**src/rtl/axis_uart_tx_arbiter.sv**
```systemverilog
// rtl/axis_uart_tx_arbiter.sv - round-robin arbiter sharing one AXI-Stream UART TX among NUM_REQ sources
// Holds each grant until the transmitter reports frame completion or the watchdog expires.
module axis_uart_tx_arbiter #(
    parameter int NUM_REQ        = 4,
    parameter int DATA_WIDTH     = 32,
    parameter int TIMEOUT_CYCLES = 100000,
    localparam int ID_W          = $clog2(NUM_REQ),
    localparam int CNT_W         = $clog2(TIMEOUT_CYCLES)
) (
    input  logic                          aclk,
    input  logic                          areset,
    input  logic [NUM_REQ-1:0]            s_tvalid,
    input  logic [NUM_REQ*DATA_WIDTH-1:0] s_tdata,
    output logic [NUM_REQ-1:0]            s_tready,
    output logic                          m_tvalid,
    output logic [DATA_WIDTH-1:0]         m_tdata,
    input  logic                          m_tready,
    input  logic                          tx_done,
    output logic [ID_W-1:0]               grant_id,
    output logic                          busy,
    output logic                          timeout_err
);

    typedef enum logic [1:0] {
        IDLE      = 2'd0,
        SEND      = 2'd1,
        WAIT_DONE = 2'd2
    } state_t;

    localparam logic [CNT_W-1:0] CNT_LAST = CNT_W'(TIMEOUT_CYCLES - 1);

    state_t                  state_q, state_d;
    logic                    m_tvalid_q, m_tvalid_d;
    logic [DATA_WIDTH-1:0]   m_tdata_q, m_tdata_d;
    logic [ID_W-1:0]         grant_id_q, grant_id_d;
    logic [ID_W-1:0]         last_q, last_d;
    logic                    busy_q, busy_d;
    logic                    timeout_err_q, timeout_err_d;
    logic [CNT_W-1:0]        cnt_q, cnt_d;

    logic                    any_valid;
    logic [ID_W-1:0]         winner;

    // Scan starts just after the previous winner, so priority rotates only on a grant.
    always_comb begin
        any_valid = 1'b0;
        winner    = '0;
        for (int k = 1; k <= NUM_REQ; k++) begin
            if (!any_valid && s_tvalid[(int'(last_q) + k) % NUM_REQ]) begin
                any_valid = 1'b1;
                winner    = ID_W'((int'(last_q) + k) % NUM_REQ);
            end
        end
    end

    always_comb begin
        s_tready = '0;
        if (state_q == IDLE && any_valid) begin
            s_tready = NUM_REQ'(1) << winner;
        end
    end

    always_comb begin
        state_d       = state_q;
        m_tvalid_d    = m_tvalid_q;
        m_tdata_d     = m_tdata_q;
        grant_id_d    = grant_id_q;
        last_d        = last_q;
        busy_d        = busy_q;
        timeout_err_d = 1'b0;
        cnt_d         = cnt_q;
        case (state_q)
            IDLE: begin
                if (any_valid) begin
                    m_tdata_d  = s_tdata[int'(winner)*DATA_WIDTH +: DATA_WIDTH];
                    grant_id_d = winner;
                    last_d     = winner;
                    m_tvalid_d = 1'b1;
                    busy_d     = 1'b1;
                    state_d    = SEND;
                end
            end
            SEND: begin
                // tx_done here belongs to no word of ours and is deliberately ignored.
                if (m_tready) begin
                    m_tvalid_d = 1'b0;
                    m_tdata_d  = '0;
                    cnt_d      = '0;
                    state_d    = WAIT_DONE;
                end
            end
            WAIT_DONE: begin
                cnt_d = cnt_q + 1'b1;
                if (tx_done) begin
                    busy_d  = 1'b0;
                    cnt_d   = '0;
                    state_d = IDLE;
                end else if (cnt_q == CNT_LAST) begin
                    timeout_err_d = 1'b1;
                    busy_d        = 1'b0;
                    cnt_d         = '0;
                    state_d       = IDLE;
                end
            end
            default: begin
                state_d = IDLE;
            end
        endcase
    end

    always_ff @(posedge aclk or posedge areset) begin
        if (areset) begin
            state_q       <= IDLE;
            m_tvalid_q    <= 1'b0;
            m_tdata_q     <= '0;
            grant_id_q    <= '0;
            last_q        <= ID_W'(NUM_REQ - 1);
            busy_q        <= 1'b0;
            timeout_err_q <= 1'b0;
            cnt_q         <= '0;
        end else begin
            state_q       <= state_d;
            m_tvalid_q    <= m_tvalid_d;
            m_tdata_q     <= m_tdata_d;
            grant_id_q    <= grant_id_d;
            last_q        <= last_d;
            busy_q        <= busy_d;
            timeout_err_q <= timeout_err_d;
            cnt_q         <= cnt_d;
        end
    end

    assign m_tvalid    = m_tvalid_q;
    assign m_tdata     = m_tdata_q;
    assign grant_id    = grant_id_q;
    assign busy        = busy_q;
    assign timeout_err = timeout_err_q;

endmodule
```
**config.mk**
```make
export PLATFORM = sky130hd
export DESIGN_NAME = axis_uart_tx_arbiter
export DESIGN_NICKNAME = d
export VERILOG_FILES = /design/src/rtl/axis_uart_tx_arbiter.sv
export SDC_FILE = /design/constraint.sdc
export NUM_CORES = 1
export LEC_CHECK = 0
export BUFFER_PORTS_ARGS = -buffer_cell sky130_fd_sc_hd__buf_4
export CORE_ASPECT_RATIO = 2
export CORE_MARGIN = 8
export CORE_UTILIZATION = 48
export DETAILED_ROUTE_END_ITERATION = 6
export GPL_ROUTABILITY_DRIVEN = 0
export PLACE_DENSITY = 0.82
export SYNTH_ARGS = -nofsm -noshare
export SYNTH_HDL_FRONTEND = slang
export SYNTH_SLANG_ARGS = --single-unit
```
**constraint.sdc**
```tcl
create_clock -name aclk -period 2.35 [get_ports aclk]
set_input_delay 0.235 -clock aclk [delete_from_list [all_inputs] [get_ports aclk]]
set_output_delay 0.235 -clock aclk [all_outputs]
set_load 0.005 [all_outputs]
```
==> results.toml, run 1 <==
[outcome]
status = "finished, final reports clean"

[grt]
grt_overflow = 0
antenna_found_initial = 0
gr-usage-all-layers_pct = 24.0
grt_pass1_vias = 4353
grt_pass1_wl_mm = 21.4
grt_max_degree = 36

[critical_path]
crit_path_start_kind = "register"
crit_type = "register to primary output"
critPathArrivalTime_ns = 1.89
required_ns = 2.12
path_max_fanout = 17
end_kind = "primary output"
worst_r2r_path_depth = 5

[sta]
hold_viol_final = 0
worstMarginPinSlew_ns = 0.791
rsz0062_at_grt = "no"
drv_slew = 0
post-route-min-period_ns = 2.12
setup_ws_ns = 0.229
finalSetupViolations = 0
max-slew-margin-rel_pct = 47.2
fin_tns_setup_ns = 0
fmax_ghz = 0.472
finalClockSkew_ns = 0.00709
post-route-period-util_pct = 90.2

[cells_and_area]
n_antenna_cell = 0
drive_gt1_share_pct = 40.5
nNetsFinal = 720
design_area_um2 = 5650
stdcell_count = 684
fillers = 625
postLayoutCoreUtil_pct = 72.2
areaGrowthSynthToFinish_pct = 47.0

[floorplan]
dieArea_um2 = 11300
coreArea_um2 = 7830
std_cell_rows = 46
die_w_um = 79.3
die_height_um = 143
start_util_pct = 49.1
io_pins = 177

[cts]
ctsHtreeMaxLevel = 3
cts_max_path_buffers = 2
cts-root-buf = "clkbuf_16"
post_cts_buffers = 0
cts_tree = "built"
worstSkewPairLatency_ns = 0.33
clk_pin_slew_ns = 0.05
cts_sinks = 58
cts_buffers = 9

[synth]
synth_area_per_cell_um2 = 9.33
synthArstFlopShare_pct = 100
synthDominantCellAreaShare_pct = 36.5
synthesis.area_um2 = 3840
synth-warning-count = 0
yosysMostFrequentCell = "dfrtp_1"
synth_cell_types = 50
yosys-top-cells-area = "dfrtp_1 36%, mux2i_1 8.3%, a211o_1 7.3%, o211ai_1 6.3%, o31ai_1 6.3%"
synthCells = 412
synth_ff_type = "dfrtp_1"
synth_seq_cells = 58
syn_nets = 549
synth_common_cells = "56 x dfrtp_1, 45 x nand2_1, 35 x nand4_1"
yosys.area.top_type = "dfrtp_1"
yosysSeqAreaShare_pct = 37.8
synth_edf_count = 0

[min_path]
hp-class = "input pin to register"
worstHoldPathCells = 2

[placed_design]
postPlaceCellArea_um2 = 5300
dp.cells = 667
pre_cts_ws_ns = 0.430
dp_hpwl_mm = 10.1
io_buffer_count = 176

[routing]
drt_iter0_markers = 334
vias = 4105
avgRoutedWirePerCell_um = 19.7
drt-total-wl_mm = 13.4
routed_via_density = 6.00
drtAntennaViolNets = 0
drc = 0
firstDrtPassIters = 5

[pwr]
power_density_nw_per_um2 = 1050
p_leak_nw = 2.65
ir_drop_v = 0.000816

[run]
drv_cap = 0
## per-layer routing
layer | vias up | GRT usage (%) | part of all wire [%]
met5 | - | 0 | 0
met4 | 0 | 10.4 | 2.5
li1 | 1910 | - | -
met2 | 232 | 37.2 | 47
met3 | 23 | 10.1 | 11
met1 | 1940 | 28.0 | 39
## area by class of cell
| type | instances | area, µm² | share of cell area [%] |
|---|---|---|---|
| multi-input cells | 312 | 2200 | 39.0 |
| repair buffers | 198 | 1510 | 26.8 |
| clock buffers | 12 | 246 | 4.36 |
| clock inverters | 4 | 98.8 | 1.75 |
| inverters | 4 | 15.0 | 0.266 |
| flip-flops and latches | 58 | 1450 | 25.7 |
| well taps | 96 | 120 | 2.13 |
## kinds of logic after synthesis
kind of cell,share of synthesized area (%)
adders and majority gates,0.325
DFF,37.8
AOI/OAI and AO/OA,24.6
buffers and inverters,5.53
and+or+nand+nor,20.2
muxes,8.33
xor gates and xnor gates,3.19
## state kept, by name, summed over array words and instances (netlist names)
register	cells
m_tdata	32
cnt_q	17
grant_id	2
last_q	2
state_q	2
busy	1
m_tvalid	1
timeout_err	1
## through the flow
| step | hold WS (ns) | power, mW |
|---|---|---|
| after global routing | 0.159 | 6.30 |
| final | 0.157 | 5.94 |
| after detailed placement | 0.333 | 4.43 |
| after global placement | 0.327 | 4.36 |
| after CTS | 0.140 | 5.97 |
| after floorplan | 0.339 | 3.28 |
## worst max-delay path, cell delays in order (launching register included)
cell	delay, ns
dfstp_2	0.55
nor2b_4	0.05
o21a_1	0.22
nor3_4	0.18
buf_4	0.31
nor2_1	0.09
buf_4	0.14
## timing repair
| action | CTS | global route |
|---|---|---|
| endpoints found under the hold margin | 23 | 0 |
| gates resized for setup | 0 | 0 |
| hold buffers | 1 | 0 |
## where the power goes
part	internal [mW]	total [mW]	switching (mW)	leakage (nW)
sequential	1.32	1.57	0.246	0.754
clock	1.07	1.52	0.451	0.167
combinational	1.29	2.85	1.56	1.73
total	3.68	5.94	2.26	2.65
## final timing paths
kind	from	end	slack [ns]
min reg2reg	grant_id[1]	grant_id[1]	0.50
min	m_tready	state_q[0]	0.16
max reg2reg	cnt_q[6]	cnt_q[15]	0.43
min in group asynchronous	areset	grant_id[1]	0.52
max	last_q[0]	s_tready[3]	0.23
max in group asynchronous	areset	last_q[1]	1.17
## cells in the final DEF, fill, tap and decap left out, types with 7 or more instances in the layout
master,instances
clkbuf_16,9
nand2_1,45
a211o_1,32
o211ai_1,32
dfrtp_1,56
mux2i_1,32
nor2_1,20
nor2_2,10
nand4_1,35
o31ai_1,32
buf_4,195
nand3_1,7
xor2_1,8
(Power assumes the default switching activity.)
==> run 2: changes to the inputs <==
--- a/config.mk
+++ b/config.mk
@@ -8,10 +8,11 @@
 export BUFFER_PORTS_ARGS = -buffer_cell sky130_fd_sc_hd__buf_4
 export CORE_ASPECT_RATIO = 2
 export CORE_MARGIN = 8
-export CORE_UTILIZATION = 48
+export CORE_UTILIZATION = 43
+export CTS_CLUSTER_DIAMETER = 200
 export DETAILED_ROUTE_END_ITERATION = 6
 export GPL_ROUTABILITY_DRIVEN = 0
-export PLACE_DENSITY = 0.82
+export PLACE_DENSITY = 0.77
 export SYNTH_ARGS = -nofsm -noshare
 export SYNTH_HDL_FRONTEND = slang
 export SYNTH_SLANG_ARGS = --single-unit
==> constraint.sdc (replaced) <==
create_clock -name aclk -period 1.75 [get_ports aclk]
set_input_delay 0.175 -clock aclk [delete_from_list [all_inputs] [get_ports aclk]]
set_output_delay 0.175 -clock aclk [all_outputs]
set_load 0.005 [all_outputs]
==> run 2 against run 1 <==
Compared with the run above: the run now ends with setup timing left; count of clock-buffer cells in the layout unchanged; combinational power up 75%; critical path depth unchanged; sequential cell count unchanged; sequential power up 32%; first-iteration DRC count down 43%; hold slack worse by 0.059 ns; setup slack worse by 0.35 ns; non-clock buffer count up 39; largest cell class unchanged.
==> results.toml, run 2 (synthesized netlist as in run 1, its figures left out) <==
[routing]
vias = 4316
avgRoutedWirePerCell_um = 20.6
firstDrtPassIters = 5
routed_via_density = 5.92
drc = 0
drt-total-wl_mm = 15.1
drtAntennaViolNets = 0
drt_iter0_markers = 192

[sta]
hold_viol_final = 0
rsz0062_at_grt = "yes"
setup_ws_ns = -0.123
max-slew-margin-rel_pct = 62.4
finalClockSkew_ns = 0.00671
fmax_ghz = 0.534
drv_slew = 0
post-route-period-util_pct = 107
post-route-min-period_ns = 1.87
worstMarginPinSlew_ns = 0.560
finalSetupViolations = 53

[critical_path]
crit_buf_inv = 2
crit_type = "register to primary output"
crit_path_start_kind = "register"
critical_path.slowest_cell = "dfstp_2"
path_max_fanout = 4
critPathArrivalTime_ns = 1.70
critical_path.top_delay_family = "flip-flops"
required_ns = 1.57
cpPeakStageDelay_ns = 0.57
crit_chain = "nor2b_4, o21a_4, nor3_4, buf_6, nor3_2, buf_4"
end_kind = "primary output"

[run]
drv_cap = 0

[cells_and_area]
n_antenna_cell = 0
postLayoutCoreUtil_pct = 71.8
fillers = 654
drive_gt1_share_pct = 49.9
areaGrowthSynthToFinish_pct = 64.8
layout.cells.most_common = "buf_4"
layout_common_cells = "214 x buf_4, 55 x dfrtp_1, 43 x nand2_1, 35 x nand4_1"
design_area_um2 = 6340
nNetsFinal = 759
largest_reg_flops = 32

[pwr]
power_density_nw_per_um2 = 1430
ir_drop_v = 0.000874
p_leak_nw = 2.92
power_mw = 9.04

[grt]
grt_overflow = 0
antenna_found_initial = 0
grt_pass1_wl_mm = 22.6
gr-usage-all-layers_pct = 22.2
grt_max_degree = 59
grt_pass1_vias = 4518

[floorplan]
start_util_pct = 43.5
std_cell_rows = 49
io_pins = 177
die_height_um = 150
die_w_um = 82.9
dieArea_um2 = 12400
coreArea_um2 = 8830

[placed_design]
io_buffer_count = 176
dp_hpwl_mm = 10.2
postPlaceCellArea_um2 = 5500
pre_cts_ws_ns = -0.114

[cts]
ctsHtreeMaxLevel = 3
cts-root-buf = "clkbuf_16"
clk_pin_slew_ns = 0.05
worstSkewPairLatency_ns = 0.33
cts_tree = "built"
cts_buffers = 9
cts_sinks = 58
cts_max_path_buffers = 2

[min_path]
hp-class = "input pin to register"

[outcome]
status = "complete, but fails checks"
violations = "setup timing"
==> run 2: cell types whose count changed in the layout (fill, tap and decap cells not counted), sizes merged <==
cell      previous run  this run
buf                197       234
clkbuf              12        14
bufinv               3         2
clkinvlp             0         1
==> run 2: final timing paths <==
| kind | from | to | slack [ns] | cells after the start |
|---|---|---|---|---|
| worst max-delay path | last_q[0] | s_tready[1] | -0.12 | 6 |
| worst min-delay path | m_tready | state_q[0] | 0.1 | 2 |
| worst max register to register | last_q[0] | m_tdata[18] | -0.09 | 8 |
| worst min register to register | grant_id[1] | grant_id[1] | 0.50 | 2 |
| max in group asynchronous | areset | last_q[1] | 0.96 | 4 |
| min in group asynchronous | areset | cnt_q[5] | 0.45 | 4 |
==> run 2: final cells by class <==
| class | count | area (µm²) | share of cell area [%] |
|---|---|---|---|
| tap | 102 | 128 | 2.01 |
| inverter | 4 | 15.0 | 0.237 |
| sequential | 58 | 1460 | 23.0 |
| clock inverter | 4 | 72.6 | 1.15 |
| clock buffer | 12 | 267 | 4.21 |
| multi-input combinational | 312 | 2450 | 38.7 |
| timing repair buffer | 237 | 1950 | 30.7 |
==> run 2: report_power, final <==
part | switching (mW) | leakage, nW | internal [mW]
combinational | 2.49 | 2.00 | 2.50
sequential | 0.289 | 0.752 | 1.78
clock | 0.618 | 0.165 | 1.36
total | 3.40 | 2.92 | 5.64
==> run 2: routing by layer <==
metal  share of wire [%]  track usage, %  vias up  wire [µm]
met2                  50            36.7      224       7560
met1                  39            25.3     2088       5840
met4                 1.8            8.05        0        274
met3                 9.2            8.61       20       1380
met5                   0               0        -          0
li1                    -               -     1984          -
==> run 2: worst register-to-register path: stages (launching register included) <==
cell and delay (ns):
dfstp_2 0.57, nor2b_4 0.06, buf_6 0.12, o21ai_4 0.20, buf_4 0.16, buf_6 0.13
nand4_1 0.11, a211o_1 0.31, o211ai_1 0.10
==> run 2: stage by stage <==
step | setup TNS (ns) | hold WS, ns | std cells
detailed placement | -1.40 | 0.275 | 694
finish | -2.42 | 0.0979 | 729
global placement | -0.179 | 0.271 | 694
floorplan | 0 | 0.279 | 412
CTS | -1.61 | 0.0819 | 725
global route | -6.35 | 0.0931 | 729
==> run 2: timing repair <==
action	in CTS	in global routing
gates cloned	0	2
hold buffers	1	0
setup buffers	15	3
resized for setup	29	39
pin swaps	10	14
hold endpoints to repair	56	0
setup endpoints to repair	50	53
==> run 3: changes to the inputs <==
--- a/config.mk
+++ b/config.mk
@@ -5,14 +5,15 @@
 export SDC_FILE = /design/constraint.sdc
 export NUM_CORES = 1
 export LEC_CHECK = 0
+export ABC_AREA = 1
 export BUFFER_PORTS_ARGS = -buffer_cell sky130_fd_sc_hd__buf_4
 export CORE_ASPECT_RATIO = 2
 export CORE_MARGIN = 8
-export CORE_UTILIZATION = 43
+export CORE_UTILIZATION = 44
 export CTS_CLUSTER_DIAMETER = 200
 export DETAILED_ROUTE_END_ITERATION = 6
 export GPL_ROUTABILITY_DRIVEN = 0
-export PLACE_DENSITY = 0.77
+export PLACE_DENSITY = 0.78
 export SYNTH_ARGS = -nofsm -noshare
 export SYNTH_HDL_FRONTEND = slang
 export SYNTH_SLANG_ARGS = --single-unit
==> run 3 against run 2 <==
Compared with the run above: critical path depth rose by 7; clock skew barely moved; die area rose by 3.1%; the flow still finishes with violations (setup timing).
==> results.toml, run 3 <==
[outcome]
status = "complete, but fails checks"
violations = "setup timing"

[cts]
cts_max_path_buffers = 2
cts_tree = "built"
worstSkewPairLatency_ns = 0.33
cts-root-buf = "clkbuf_16"
cts_buffers = 9
clk_pin_slew_ns = 0.05
cts_sinks = 58
ctsHtreeMaxLevel = 3

[synth]
yosysMostFrequentCell = "nand2_1"
synth_cell_types = 32
synthCells = 666
synth_area_per_cell_um2 = 6.12
synth_seq_cells = 58
synthDominantCellAreaShare_pct = 35.0
synth_common_cells = "380 x nand2_1, 74 x nand3_1, 56 x dfrtp_1"
syn_nets = 803
synth_ff_type = "dfrtp_1"
yosysSeqAreaShare_pct = 35.7
yosys-top-cells-area = "nand2_1 35%, dfrtp_1 34%, nand3_1 9.1%, inv_1 2.5%, buf_2 2.2%"
synthesis.area_um2 = 4080
synth_edf_count = 0
yosys.area.top_type = "nand2_1"
synth-warning-count = 0
synthArstFlopShare_pct = 100

[critical_path]
critPathArrivalTime_ns = 2.25
r2r_setup_slack_ns = -0.59
required_ns = 1.57
r2r_end = "m_tdata[30]"
cp-endpoint = "s_tready[2]"
path_max_fanout = 7
r2r-start = "last_q[0]"
worst_r2r_path_depth = 16
critical_path.startpoint = "last_q[0]"
crit_type = "register to primary output"
crit_path_start_kind = "register"
end_kind = "primary output"

[placed_design]
dp_hpwl_mm = 10.9
io_buffer_count = 176

[floorplan]
io_pins = 177
die_height_um = 152
std_cell_rows = 49
dieArea_um2 = 12800
start_util_pct = 45.2
coreArea_um2 = 9010
die_w_um = 84.1

[grt]
antenna_found_initial = 0
grt_overflow = 0
grt_pass1_vias = 5029
grt_pass1_wl_mm = 23.5
grt_max_degree = 59
gr-usage-all-layers_pct = 22.1

[pwr]
power_density_nw_per_um2 = 2410
p_leak_nw = 3.83
ir_drop_v = 0.00131

[sta]
worstMarginPinSlew_ns = 0.339
fin_tns_setup_ns = -22.01
post-route-period-util_pct = 138
finalClockSkew_ns = 0.00675
setup_ws_ns = -0.672
post-route-min-period_ns = 2.42
rsz0062_at_grt = "yes"
max-slew-margin-rel_pct = 77.2
hold_viol_final = 0
finalSetupViolations = 43
drv_slew = 0
fmax_ghz = 0.413
whs_ns = 0.0137

[cells_and_area]
fillers = 679
areaGrowthSynthToFinish_pct = 65.6
n_antenna_cell = 0
largest_reg_flops = 32
ff_latch_area_um2 = 1450
drive_gt1_share_pct = 37.2
multiInputGateArea_um2 = 2520
layout.cells.most_common = "nand2_1"
nNetsFinal = 1032
layout_common_cells = "355 x nand2_1, 224 x buf_4, 70 x nand3_1, 56 x dfrtp_1, 23 x inv_1"

[routing]
avgRoutedWirePerCell_um = 17.1
firstDrtPassIters = 5
drc = 0
wl_met1_mm = 5.82
drt_iter0_markers = 365
wl_met3_mm = 1.11
top_layer_used = "met4"
vias = 5358
wl_met2_mm = 9.54
routed_via_density = 5.35
drtAntennaViolNets = 0
drt-total-wl_mm = 17.2

[min_path]
hold_start = "tx_done"
hp-class = "input pin to register"

[run]
drv_cap = 0
[run 3: critical path, cell delays in order, from the launching register on]
cell,delay (ns)
dfstp_2,0.59
clkinv_4,0.14
nand2_2,0.10
nand2_2,0.07
nand2_2,0.09
nand2_4,0.08
nor2_4,0.17
nand3_4,0.12
nor2_2,0.15
nor2_4,0.07
inv_4,0.10
nand2_4,0.06
nor2_1,0.08
buf_4,0.11
[run 3: layout make-up]
cell class | count | share of cell area (%)
Tap cell | 102 | 1.89
Multi-Input combinational cell | 542 | 37.4
Inverter | 32 | 2.15
Timing Repair Buffer | 252 | 32.7
Clock inverter | 3 | 0.593
Clock buffer | 13 | 3.71
Sequential cell | 58 | 21.5
[run 3: cells by family after synthesis]
| logic type | Yosys count | synth area share [%] |
|---|---|---|
| buf+inv | 66 | 8.38 |
| compound gates | 25 | 3.38 |
| fa+ha+maj | 1 | 0.307 |
| simple gates | 513 | 51.6 |
| xor+xnor | 3 | 0.644 |
| flops | 58 | 35.7 |
[run 3: worst min path at each step]
stage	depth (start not counted)	to	slack, ns
2_1_floorplan	1	timeout_err	0.25
3_3_place_gp	3	m_tdata[22]	0.26
3_5_place_dp	3	m_tdata[22]	0.27
4_1_cts	2	timeout_err	0.007
5_1_grt	2	timeout_err	0.001
6_report	2	timeout_err	0.01
[run 3: metal layers]
metal  up-vias  track usage (%)
li1       2549                -
met1      2484             22.2
met3        56             5.51
met5         -                0
met2       269             40.9
met4         0             9.11
[run 3: report_power, final]
group	switching, mW	internal, mW	total [mW]
registers	0.276	1.82	2.10
clock network	0.585	1.13	1.72
logic	6.97	5.48	12.5
[run 3: per-stage QoR]
| stage | std cells | cell area [µm²] | util [%] | setup WS, ns | total power [mW] |
|---|---|---|---|---|---|
| floorplan | 666 | 4080 | - | -0.136 | 8.40 |
| global placement | 951 | 5700 | 63.3 | -0.225 | 11.0 |
| detailed placement | 951 | 5700 | 63.3 | -0.324 | 11.2 |
| CTS | 987 | 6260 | 69.5 | -0.542 | 13.7 |
| global route | 1002 | 6750 | 74.9 | -0.769 | 17.5 |
| finish | 1002 | 6750 | 74.9 | -0.672 | 16.3 |
[run 3: timing repair]
action	CTS	global route
hold buffers	1	0
cloned	1	11
setup buffers	19	4
endpoints found under the setup margin	42	50
resized for setup	31	63
hold endpoints to repair	56	0
pin swaps	17	29
